--- config.mk ---
export PLATFORM = sky130hd
export DESIGN_NAME = moore_pattern_gen
export DESIGN_NICKNAME = d
export VERILOG_FILES = /design/src/rtl/moore_pattern_gen.sv
export SDC_FILE = /design/constraint.sdc
export NUM_CORES = 1
export LEC_CHECK = 0
export ABC_AREA = 1
export CAP_MARGIN = 20
export CORE_AREA = 2 2 53 55
export DETAILED_ROUTE_END_ITERATION = 12
export DIE_AREA = 0 0 55 57
export PLACE_DENSITY = 0.84
export SLEW_MARGIN = 20
export SYNTH_ARGS = -nofsm -noshare
export SYNTH_HDL_FRONTEND = slang
export SYNTH_SLANG_ARGS = --single-unit
--- constraint.sdc ---
create_clock -name clk -period 1.9 [get_ports clk]
set_input_delay 0.19 -clock clk [delete_from_list [all_inputs] [get_ports clk]]
set_output_delay 0.19 -clock clk [all_outputs]
set_load 0.03 [all_outputs]
--- src/rtl/moore_pattern_gen.sv ---
// -----------------------------------------------------------------------------
// moore_pattern_gen
//
// Purpose:
//    Plays a SEQ_LEN-bit pattern register out serially, MSB first, one bit per
//    clock. A run is either finite (repeat_i+1 back-to-back plays followed by a
//    one-cycle done pulse) or endless (loop_mode=1) until stop is asserted.
//    The pattern register can be reloaded while idle. Every output is a
//    register, so no input reaches an output combinationally.
//
// Ports:
//    clk        in   clock, all state changes on the rising edge
//    rst        in   asynchronous active-high reset
//    start      in   begin a run (honoured only in IDLE, stop must be low)
//    stop       in   abort a run in progress (no done pulse)
//    loop_mode  in   1 = repeat forever, 0 = finite run; latched at start
//    repeat_i   in   REP_W-bit extra play count; latched at start. The name
//                    carries a suffix because 'repeat' is a reserved word.
//    load_en    in   pattern write strobe, accepted only in IDLE
//    load_data  in   SEQ_LEN-bit new pattern value
//    output_bit out  serial pattern bit (0 outside RUN)
//    busy       out  high while in RUN
//    done       out  one-cycle completion pulse of a finite run
//    bit_idx    out  index of the bit currently shown (0 outside RUN)
// -----------------------------------------------------------------------------
module moore_pattern_gen #(
   parameter int                 SEQ_LEN      = 8,
   parameter logic [SEQ_LEN-1:0] INIT_PATTERN = 8'hB2,
   parameter int                 REP_W        = 4,
   localparam int                IDX_W        = $clog2(SEQ_LEN)
) (
   input  logic               clk,
   input  logic               rst,
   input  logic               start,
   input  logic               stop,
   input  logic               loop_mode,
   input  logic [REP_W-1:0]   repeat_i,
   input  logic               load_en,
   input  logic [SEQ_LEN-1:0] load_data,
   output logic               output_bit,
   output logic               busy,
   output logic               done,
   output logic [IDX_W-1:0]   bit_idx
);

   typedef enum logic [1:0] {
      ST_IDLE = 2'd0,
      ST_RUN  = 2'd1,
      ST_DONE = 2'd2
   } state_t;

   localparam logic [IDX_W-1:0] LAST_IDX = IDX_W'(SEQ_LEN - 1);

   // Control state
   state_t               state_q, state_d;
   logic [IDX_W-1:0]     idx_q, idx_d;
   logic [REP_W-1:0]     reps_q, reps_d;
   logic                 loop_q, loop_d;
   logic [SEQ_LEN-1:0]   pattern_q, pattern_d;

   // Registered outputs
   logic                 output_bit_q, output_bit_d;
   logic                 busy_q, busy_d;
   logic                 done_q, done_d;
   logic [IDX_W-1:0]     bit_idx_q, bit_idx_d;

   // Bit-reversed view of the next pattern so that idx 0 selects the MSB.
   logic [SEQ_LEN-1:0]   pattern_rev_d;

   genvar gi;
   generate
      for (gi = 0; gi < SEQ_LEN; gi++) begin : g_rev
         assign pattern_rev_d[gi] = pattern_d[SEQ_LEN-1-gi];
      end
   endgenerate

   // ------------------------------------------------------------------------
   // Next-state logic
   // ------------------------------------------------------------------------
   always_comb begin
      state_d   = state_q;
      idx_d     = idx_q;
      reps_d    = reps_q;
      loop_d    = loop_q;
      pattern_d = pattern_q;

      case (state_q)
         ST_IDLE: begin
            idx_d = '0;
            // The pattern write lands at the same edge as a start, so a
            // simultaneous load+start plays the freshly loaded pattern.
            if (load_en) begin
               pattern_d = load_data;
            end
            // stop wins over a simultaneous start.
            if (start && !stop) begin
               state_d = ST_RUN;
               idx_d   = '0;
               loop_d  = loop_mode;
               reps_d  = repeat_i;
            end
         end

         ST_RUN: begin
            if (stop) begin
               state_d = ST_IDLE;
               idx_d   = '0;
            end else if (idx_q != LAST_IDX) begin
               idx_d = idx_q + IDX_W'(1);
            end else if (loop_q) begin
               idx_d = '0;
            end else if (reps_q != '0) begin
               idx_d  = '0;
               reps_d = reps_q - REP_W'(1);
            end else begin
               state_d = ST_DONE;
               idx_d   = '0;
            end
         end

         ST_DONE: begin
            // Single-cycle state: start, stop and load_en are all ignored.
            state_d = ST_IDLE;
            idx_d   = '0;
         end

         default: begin
            state_d = ST_IDLE;
            idx_d   = '0;
         end
      endcase
   end

   // ------------------------------------------------------------------------
   // Output decode from the next state, registered alongside it so the
   // outputs line up with the state they describe.
   // ------------------------------------------------------------------------
   always_comb begin
      busy_d       = 1'b0;
      done_d       = 1'b0;
      bit_idx_d    = '0;
      output_bit_d = 1'b0;
      case (state_d)
         ST_RUN: begin
            busy_d       = 1'b1;
            bit_idx_d    = idx_d;
            output_bit_d = pattern_rev_d[idx_d];
         end
         ST_DONE: begin
            done_d = 1'b1;
         end
         default: begin
            busy_d = 1'b0;
         end
      endcase
   end

   // ------------------------------------------------------------------------
   // State and output registers
   // ------------------------------------------------------------------------
   always_ff @(posedge clk or posedge rst) begin
      if (rst) begin
         state_q      <= ST_IDLE;
         idx_q        <= '0;
         reps_q       <= '0;
         loop_q       <= 1'b0;
         pattern_q    <= INIT_PATTERN;
         output_bit_q <= 1'b0;
         busy_q       <= 1'b0;
         done_q       <= 1'b0;
         bit_idx_q    <= '0;
      end else begin
         state_q      <= state_d;
         idx_q        <= idx_d;
         reps_q       <= reps_d;
         loop_q       <= loop_d;
         pattern_q    <= pattern_d;
         output_bit_q <= output_bit_d;
         busy_q       <= busy_d;
         done_q       <= done_d;
         bit_idx_q    <= bit_idx_d;
      end
   end

   assign output_bit = output_bit_q;
   assign busy       = busy_q;
   assign done       = done_q;
   assign bit_idx    = bit_idx_q;

endmodule

==> results.sh, run 1 <==
export IMPL_fin_crit_ns=1.57
export IMPL_dr_pass1_iters=4
export IMPL_yosys_top_cells_area="dfrtp_1 (40%), dfstp_2 (8.4%), nand2_1 (7.8%)"
export IMPL_vias=1000
export IMPL_grt_max_degree=25
export IMPL_grt_overflow=0
export IMPL_die_height_um=57
export IMPL_via_per_inst=5.08
export IMPL_coreArea_mm2=0.00262
export IMPL_finalCritPeriodShare_pct=82.7
export IMPL_ys_ff_latch=24
export IMPL_power_leakage_nw=0.770
export IMPL_required_ns=2.16
export IMPL_dp_hpwl_um=1900
export IMPL_fp_dieW_um=55
export IMPL_hp_class="input port to asynchronous set/reset pin"
export IMPL_slew_headroom_pct=79.3
export IMPL_syn_area_per_cell_um2=8.96
export IMPL_async_flop_share_pct=100
export IMPL_p_int_w=0.000823
export IMPL_hold_viol_final=0
export IMPL_synthDistinctLibCells=25
export IMPL_place_area_mm2=0.00149
export IMPL_grt_usage_pct=17.8
export IMPL_place_ws_ns=0.364
export IMPL_critical_path_slowest_cell="dfrtp_1"
export IMPL_final_cells=197
export IMPL_first_global_vias=1014
export IMPL_row_count=19
export IMPL_seqPwrFrac_pct=52.3
export IMPL_swShare_pct=32.1
export IMPL_p_comb_share_pct=28.9
export IMPL_areaGrowthSynthToFinish_pct=21.7
export IMPL_cts_buffer_depth=2
export IMPL_yosysMostFrequentCell="nand2_1"
export IMPL_cts_resized=0
export IMPL_wl_per_cell_um=12.3
export IMPL_p_clk_share_pct=18.8
export IMPL_nNetsFinal=188
export IMPL_setup_tns_ns=0
export IMPL_drv_cap=0
export IMPL_setup_ws_ns=0.329
export IMPL_tightest_slew_ns=0.310
export IMPL_setup_viol=0
export IMPL_numCtsBuffers=3
export IMPL_drc=0
export IMPL_diodes=0
export IMPL_antenna_found_initial=0
export IMPL_ys_seq_area_share_pct=48.6
export IMPL_cts_tree="done"
export IMPL_postRouteAntennaNets=0
export IMPL_yosysWarnings=0
export IMPL_post_cts_buffers=0
export IMPL_crit_arrival_ns=1.83
export IMPL_rsz0062_at_grt="false"
export IMPL_finClkSkew_ns=0.00369
export IMPL_die_area_mm2=0.00314
export IMPL_start_util_pct=47.6
export IMPL_netlist_area_mm2=0.00124
export IMPL_crit_path_end_kind="register"
export IMPL_synth_ff_type="dfrtp_1"
export IMPL_h_tree_depth=1
export IMPL_placed_cells=193
export IMPL_reg2reg_depth=9
export IMPL_drive_gt1_share_pct=12.7
export IMPL_critPathKind="register to register"
export IMPL_total_power_w=0.00121
export IMPL_clock_latency_ns=0.31
export IMPL_synth_edf_count=0
export IMPL_path_clk_slew_ns=0.12
export IMPL_crit_fanout=4
export IMPL_cts_sinks=24
export IMPL_syn_nets=160
export IMPL_ir_drop_v=0.000479
export IMPL_synthCells=139
export IMPL_wl_um=2420
export IMPL_yosys_area_top_type="dfrtp_1"
export IMPL_initialDrtViolationCount=17
export IMPL_grt_pass1_wl_um=4020
export IMPL_hold_buffers=0
export IMPL_critPathLaunchType="register"
export IMPL_design_area_mm2=0.00152
export IMPL_gp_congestion=0.838
export IMPL_worstPathCellList="ha_1 -> ha_1 -> inv_1 -> nor2_1 -> nand3_1 -> nand2_1 -> a21oi_1 -> nand3_1 -> nand2_1"
export IMPL_p_sw_w=0.000389
export IMPL_slew_violations=0
export IMPL_netlist_area_leader_share_pct=40.2
export IMPL_status="finished, final reports clean"
export IMPL_fmax_mhz=637
export IMPL_slowest_delay_ns=0.40
export IMPL_ios=24
export IMPL_p_per_area_mw_per_mm2=800
export IMPL_yosys_top_cells_count="nand2_1 (26), dfrtp_1 (20), inv_1 (20)"
export IMPL_cts_root_buf="clkbuf_4"
export IMPL_portBuffers=23
-- flip-flops by register name (all words and copies together) (netlist names) --
register / count
done: 1
busy: 1
loop_q: 1
output_bit: 1
reps_q: 4
state_q: 2
bit_idx: 3
pattern_q: 8
idx_q: 3
-- power by group through the flow --
stage          registers [W]  logic [W]  clock network, W
2_1_floorplan       0.000647   0.000239                 0
4_1_cts             0.000632   0.000353          0.000241
5_1_grt             0.000639   0.000392          0.000257
3_5_place_dp        0.000642   0.000351                 0
6_report            0.000634   0.000350          0.000227
3_3_place_gp        0.000639   0.000331                 0
-- critical path, delay by kind of cell (launching register included) --
family | cells | cell delay (ns)
buffers and inverters | 1 | 0.07
DFF | 1 | 0.40
adders and majority gates | 2 | 0.39
AOI/OAI and AO/OA | 1 | 0.20
and+or+nand+nor | 5 | 0.45
-- final timing paths --
path / slack (ns) / endpoint / startpoint
min reg2reg: 0.53 / loop_q / loop_q
max: 0.33 / output_bit / idx_q[0]
min: 0.20 / state_q[0] / rst
max in group asynchronous: 1.42 / pattern_q[4] / rst
max reg2reg: 0.33 / output_bit / idx_q[0]
min in group clk: 0.48 / loop_q / loop_mode
-- stage by stage --
stage	util, %	hold slack [ns]
after floorplan	-	0.202
after global placement	56.9	0.475
after detailed placement	56.9	0.487
after CTS	57.9	0.200
after global routing	57.9	0.243
final	57.9	0.202
-- final cells by class --
| cell class | count | area [um^2] |
|---|---|---|
| Timing Repair Buffer | 24 | 238 |
| Fill cell | 251 | 1100 |
| Sequential cell | 24 | 606 |
| Multi-Input combinational cell | 91 | 520 |
| Tap cell | 31 | 38.8 |
| Inverter | 23 | 86.3 |
| Clock buffer | 4 | 26.3 |
-- cell families after synthesis --
family	after synthesis	synth area share [%]
mux	3	2.61
buf+inv	24	9.55
flops	24	48.6
xor+xnor	1	0.704
fa+ha+maj	3	3.02
simple gates	76	32.0
compound gates	8	3.52
-- routing by layer --
metal,routed length [um],GRT usage (%),share of wire (%),vias up
met3,109,3.14,4.5,7
met4,63,9.41,2.6,0
li1,-,-,-,500
met5,0,0,0,-
met2,1230,30.6,51,29
met1,1010,20.1,42,464
-- layout by cell type, fill, tap and decap left out, types with 2 or more instances in the layout --
| cell type | instances |
|---|---|
| nand2_1 | 26 |
| clkdlybuf4s50_1 | 23 |
| inv_1 | 20 |
| dfrtp_1 | 20 |
| nand3_1 | 19 |
| nor2_1 | 10 |
| and2_1 | 7 |
| nand3b_1 | 4 |
| o21ai_1 | 4 |
| dfstp_2 | 4 |
| inv_2 | 3 |
| ha_1 | 3 |
| clkbuf_4 | 3 |
| nor2_4 | 2 |
| nand2_2 | 2 |
| mux2_2 | 2 |
| nand4_1 | 2 |
| o21ai_0 | 2 |
Note: power is estimated with default switching activity, not from simulation.
==> inputs of run 2 (changes only) <==
--- a/config.mk
+++ b/config.mk
@@ -7,10 +7,10 @@
 export LEC_CHECK = 0
 export ABC_AREA = 1
 export CAP_MARGIN = 20
-export CORE_AREA = 2 2 53 55
+export CORE_AREA = 2 2 56 58
 export DETAILED_ROUTE_END_ITERATION = 12
-export DIE_AREA = 0 0 55 57
-export PLACE_DENSITY = 0.84
+export DIE_AREA = 0 0 58 60
+export PLACE_DENSITY = 0.79
 export SLEW_MARGIN = 20
 export SYNTH_ARGS = -nofsm -noshare
 export SYNTH_HDL_FRONTEND = slang
==> constraint.sdc (replaced) <==
create_clock -name clk -period 1.4 [get_ports clk]
set_input_delay 0.14 -clock clk [delete_from_list [all_inputs] [get_ports clk]]
set_output_delay 0.14 -clock clk [all_outputs]
set_load 0.03 [all_outputs]
==> run 2 against run 1 <==
  * The flow now finishes with violations (negative setup slack)
  * Final cell count grew 6.6%
  * Sequential share of layout area shrank 4.2 points
  * Non-clock buffer count grew 11
  * Register-to-register slack lost 0.34 ns
  * Worst setup slack lost 0.34 ns
  * Worst hold slack lost 0.042 ns
  * Sequential power grew 35%
  * Core utilization grew 0.33 points
  * First-iteration DRC count grew 120%
  * Clock skew grew 0.0026 ns
  * Flip-flop and latch count is the same
==> results.sh, run 2 (synthesized netlist as in run 1, its figures left out) <==
export IMPL_row_count=20
export IMPL_first_global_vias=1089
export IMPL_fillCellCount=273
export IMPL_vias=1063
export IMPL_hold_buffers=0
export IMPL_rsz0062_at_grt="true"
export IMPL_areaGrowthSynthToFinish_pct=35.9
export IMPL_gp_congestion=0.919
export IMPL_drv_cap=0
export IMPL_worst_path_most_repeated_cell="nand2_1"
export IMPL_slew_headroom_pct=79.8
export IMPL_cts_tree="done"
export IMPL_drive_gt1_share_pct=25.4
export IMPL_slew_violations=0
export IMPL_setup_ws_ns=-0.00619
export IMPL_clock_latency_ns=0.31
export IMPL_cts_root_buf="clkbuf_4"
export IMPL_critPathKind="register to register"
export IMPL_hp_class="input port to asynchronous set/reset pin"
export IMPL_drc=0
export IMPL_cts_sinks=24
export IMPL_final_cell_mix="nand2_1 (23), dfrtp_1 (20), inv_1 (18), nand3_1 (18), clkdlybuf4s50_1 (17)"
export IMPL_antenna_found_initial=0
export IMPL_p_per_area_mw_per_mm2=1040
export IMPL_place_ws_ns=-0.124
export IMPL_coreArea_mm2=0.00290
export IMPL_hold_viol_final=0
export IMPL_crit_path_end_kind="register"
export IMPL_path_clk_slew_ns=0.13
export IMPL_cts_buffer_depth=2
export IMPL_fp_dieW_um=58
export IMPL_p_clk_share_pct=20.3
export IMPL_largest_reg_flops=8
export IMPL_total_power_w=0.00176
export IMPL_final_common_cell="nand2_1"
export IMPL_die_area_mm2=0.00348
export IMPL_diodes=0
export IMPL_finalCritPeriodShare_pct=100
export IMPL_ios=24
export IMPL_initialDrtViolationCount=37
export IMPL_ir_drop_v=0.000649
export IMPL_critPathLaunchType="register"
export IMPL_status="complete, but fails checks"
export IMPL_multi_input_area_um2=592
export IMPL_violations="negative setup slack"
export IMPL_wl_um=2740
export IMPL_postRouteAntennaNets=0
export IMPL_h_tree_depth=1
export IMPL_p_sw_w=0.000565
export IMPL_fin_util_pct=58.3
export IMPL_seqPwrFrac_pct=48.7
export IMPL_nNetsFinal=199
export IMPL_crit_arrival_ns=1.61
export IMPL_tightest_slew_ns=0.304
export IMPL_wl_per_cell_um=13.1
export IMPL_fin_crit_ns=1.41
export IMPL_reg_largest_list="pattern_q (8), reps_q (4)"
export IMPL_crit_family="flip-flops"
export IMPL_slowest_delay_ns=0.42
export IMPL_grt_usage_pct=17.9
export IMPL_required_ns=1.60
export IMPL_p_comb_share_pct=31.0
export IMPL_numCtsBuffers=3
export IMPL_grt_overflow=0
export IMPL_via_per_inst=5.06
export IMPL_power_leakage_nw=0.853
export IMPL_dr_pass1_iters=4
export IMPL_critical_path_slowest_cell="dfrtp_1"
export IMPL_p_int_w=0.00120
export IMPL_swShare_pct=32.0
export IMPL_grt_pass1_wl_um=4630
export IMPL_fmax_mhz=711
export IMPL_die_height_um=60
export IMPL_portBuffers=23
export IMPL_dp_hpwl_um=2100
export IMPL_timing_critical_path_buf_inv=2
export IMPL_grt_max_degree=25
export IMPL_worstPathCellList="ha_2 -> ha_4 -> inv_4 -> nor2_4 -> nand2_1 -> nand2_2 -> o21ai_4 -> inv_2 -> nand2_1 -> o21ai_1"
export IMPL_registers_top_by_ff_count="pattern_q"
export IMPL_seq_area_um2=606
export IMPL_finClkSkew_ns=0.00631
export IMPL_setup_viol=2
export IMPL_start_util_pct=42.9
export IMPL_crit_fanout=5
run 2: final timing paths:
kind,from,end,slack [ns],depth (start not counted)
worst max-delay path,idx_q[0],reps_q[3],-0.006,10
worst min-delay path,rst,bit_idx[2],0.16,3
worst max register to register,idx_q[0],reps_q[3],-0.006,10
worst min register to register,reps_q[1],reps_q[1],0.51,2
max in group asynchronous,rst,pattern_q[7],0.95,3
min in group clk,load_data[6],pattern_q[6],0.45,2
run 2: what timing repair did:
action,CTS,global route
hold endpoints to repair,0,0
endpoints found under the setup margin,10,10
pin swaps,1,6
setup buffers,2,1
resized for setup,13,13
run 2: per-layer routing:
| layer | global-route usage [%] | up-vias | part of all wire (%) |
|---|---|---|---|
| met5 | 0 | - | 0 |
| met4 | 7.97 | 0 | 1.5 |
| met3 | 2.38 | 6 | 4.8 |
| met2 | 31.7 | 31 | 53 |
| met1 | 21.7 | 511 | 40 |
| li1 | - | 515 | - |
run 2: worst reg2reg max path, delay by kind of cell (launching register included):
family | cells | cell delay [ns]
buffers and inverters | 2 | 0.15
DFF | 1 | 0.42
AOI/OAI and AO/OA | 2 | 0.15
and+or+nand+nor | 4 | 0.24
adders and majority gates | 2 | 0.35
run 2: power by group through the flow:
stage          logic [W]  clock network, W  registers [W]
6_report        0.000546          0.000359       0.000859
5_1_grt         0.000619          0.000414       0.000868
4_1_cts         0.000522          0.000373       0.000855
3_5_place_dp    0.000497                 0       0.000869
3_3_place_gp    0.000474                 0       0.000868
2_1_floorplan   0.000325                 0       0.000877
run 2: area by class of cell:
type,instances,area share [%]
clock buffer,4,2.14
inverter,23,5.40
multi-input combinational,91,35.0
sequential,24,35.8
tap,33,2.44
timing repair buffer,35,19.2
run 2: metrics by stage:
stage | setup TNS [ns] | hold slack (ns) | instance area [um^2] | instances
floorplan | 0 | 0.152 | 1240 | 139
global placement | -0.0270 | 0.482 | 1550 | 203
detailed placement | -0.218 | 0.484 | 1550 | 203
CTS | -0.0943 | 0.163 | 1630 | 209
global route | -0.352 | 0.207 | 1690 | 210
finish | -0.0105 | 0.160 | 1690 | 210
==> inputs of run 3 (changes only) <==
--- a/config.mk
+++ b/config.mk
@@ -7,10 +7,13 @@
 export LEC_CHECK = 0
 export ABC_AREA = 1
 export CAP_MARGIN = 20
-export CORE_AREA = 2 2 56 58
+export CORE_AREA = 2 2 51 53
+export CTS_BUF_LIST = sky130_fd_sc_hd__clkbuf_8
 export DETAILED_ROUTE_END_ITERATION = 12
-export DIE_AREA = 0 0 58 60
+export DIE_AREA = 0 0 53 55
+export DONT_BUFFER_PORTS = 1
 export PLACE_DENSITY = 0.79
+export REMOVE_ABC_BUFFERS = 1
 export SLEW_MARGIN = 20
 export SYNTH_ARGS = -nofsm -noshare
 export SYNTH_HDL_FRONTEND = slang
==> run 3 against run 2 <==
  * The run still ends with negative setup slack left
  * Largest cell class is now multi-input gates
  * Flip-flop and latch count did not move
  * Die area fell by 16%
  * Fmax fell by 3.9%
  * Wire length rose by 0.69%
  * Sequential power rose by 3.4%
  * Worst hold slack got worse by 0.14 ns
  * Critical path type unchanged
  * Power rose by 3.9%
  * Core utilization rose by 4.6 points
  * Combinational power fell by 12%
  * Clock-buffer cell count did not move
==> results.sh, run 3 (synthesized netlist as in run 1, its figures left out) <==
export IMPL_status="complete, but fails checks"
export IMPL_violations="negative setup slack"
export IMPL_vias=989
export IMPL_die_area_mm2=0.00292
export IMPL_start_util_pct=52.6
export IMPL_reg2reg_to="done"
export IMPL_areaGrowthSynthToFinish_pct=19.4
export IMPL_fp_dieW_um=53
export IMPL_finalCritPeriodShare_pct=104
export IMPL_hold_viol_final=0
export IMPL_grt_pass1_wl_um=4160
export IMPL_reg2reg_depth=8
export IMPL_rsz0062_at_grt="true"
export IMPL_slew_headroom_pct=80.0
export IMPL_initialDrtViolationCount=12
export IMPL_path_clk_slew_ns=0.08
export IMPL_postRouteAntennaNets=0
export IMPL_wl_met1_um=1090
export IMPL_hp_class="input port to register"
export IMPL_grt_max_degree=25
export IMPL_largest_reg_flops=8
export IMPL_wl_met2_um=1430
export IMPL_critPathKind="register to register"
export IMPL_setup_tns_ns=-0.139
export IMPL_fin_crit_ns=1.46
export IMPL_p_per_area_mw_per_mm2=1230
export IMPL_coreArea_mm2=0.00236
export IMPL_grt_usage_pct=20.2
export IMPL_timing_rr_start="idx_q[0]"
export IMPL_dp_hpwl_um=1900
export IMPL_grt_overflow=0
export IMPL_slew_violations=0
export IMPL_dr_pass1_iters=4
export IMPL_clock_latency_ns=0.27
export IMPL_diodes=0
export IMPL_numCtsBuffers=3
export IMPL_cts_sinks=24
export IMPL_required_ns=1.60
export IMPL_fmax_mhz=684
export IMPL_drive_gt1_share_pct=30.9
export IMPL_crit_fanout=3
export IMPL_crit_arrival_ns=1.66
export IMPL_r2r_setup_slack_ns=-0.06
export IMPL_via_per_inst=5.43
export IMPL_critPathLaunchType="register"
export IMPL_antenna_found_initial=0
export IMPL_place_ws_ns=-0.0945
export IMPL_die_height_um=55
export IMPL_gp_congestion=0.877
export IMPL_power_leakage_nw=0.735
export IMPL_registers_top_by_ff_count="pattern_q"
export IMPL_first_global_vias=974
export IMPL_reg_largest_list="pattern_q (8), reps_q (4)"
export IMPL_cts_tree="done"
export IMPL_cts_buffer_depth=2
export IMPL_drv_cap=0
export IMPL_tightest_slew_ns=0.299
export IMPL_h_tree_depth=1
export IMPL_setup_ws_ns=-0.0630
export IMPL_final_cell_mix="nand2_1 (22), dfrtp_1 (19), inv_1 (18), nand3_1 (18), buf_4 (9)"
export IMPL_cts_root_buf="clkbuf_8"
export IMPL_cp_endpoint="done"
export IMPL_critical_path_startpoint="idx_q[0]"
export IMPL_wl_um=2760
export IMPL_row_count=18
export IMPL_highest_layer="met4"
export IMPL_crit_path_end_kind="register"
export IMPL_ios=24
export IMPL_wl_per_cell_um=15.2
export IMPL_portBuffers=0
export IMPL_route_met3_wl_um=131
export IMPL_nNetsFinal=174
export IMPL_finClkSkew_ns=0.00619
export IMPL_drc=0
export IMPL_setup_viol=5
export IMPL_ir_drop_v=0.000800
export IMPL_final_common_cell="nand2_1"
==> run 3: timing repair <==
action                     4_1_cts  5_1_grt
hold endpoints to repair        20        0
setup endpoints to repair        6       11
hold buffers                     1        0
gates resized for setup          8       18
buffers inserted                 1        1
pin swaps                        3       10
==> run 3: cell type report <==
class,instances,area (um^2)
inverters,23,88.8
clock buffers,4,55.1
well taps,30,37.5
multi-input cells,91,621
flip-flops and latches,24,607
fillers,194,878
repair buffers,10,77.6
==> run 3: routing by layer <==
layer	vias up	GRT usage (%)
li1	466	-
met5	-	0
met2	46	37.3
met1	465	22.7
met3	12	2.15
met4	0	11.5
==> run 3: power breakdown <==
group,internal (W),switching (W)
clock network,0.000251,0.000215
registers,0.000804,0.0000842
logic,0.000189,0.000290
==> run 3: critical path: stages (launching register included) <==
cell and delay [ns]:
dfrtp_1 0.40, ha_4 0.16, ha_4 0.14, inv_4 0.05, nor2_4 0.15, nand3_4 0.11, buf_4 0.15, buf_4 0.14
nor2_1 0.09
==> run 3: worst min path at each step <==
stage | from | to | depth (start not counted)
after floorplan | rst | bit_idx[0] | 1
after global placement | rst | bit_idx[1] | 2
after detailed placement | rst | bit_idx[0] | 2
after CTS | load_data[6] | pattern_q[6] | 1
after global routing | load_data[6] | pattern_q[6] | 1
final | load_data[6] | pattern_q[6] | 1
==> run 3: stage by stage <==
step                      hold slack, ns  std cells  total power (W)  utilization (%)  area, um^2
after floorplan                    0.152        138          0.00119                -        1210
after global placement            0.0924        175          0.00126             55.1        1300
after detailed placement          0.0908        175          0.00129             55.1        1300
after CTS                         0.0163        181          0.00176             59.2        1400
after global routing              0.0106        182          0.00194             62.9        1490
final                             0.0152        182          0.00183             62.9        1490
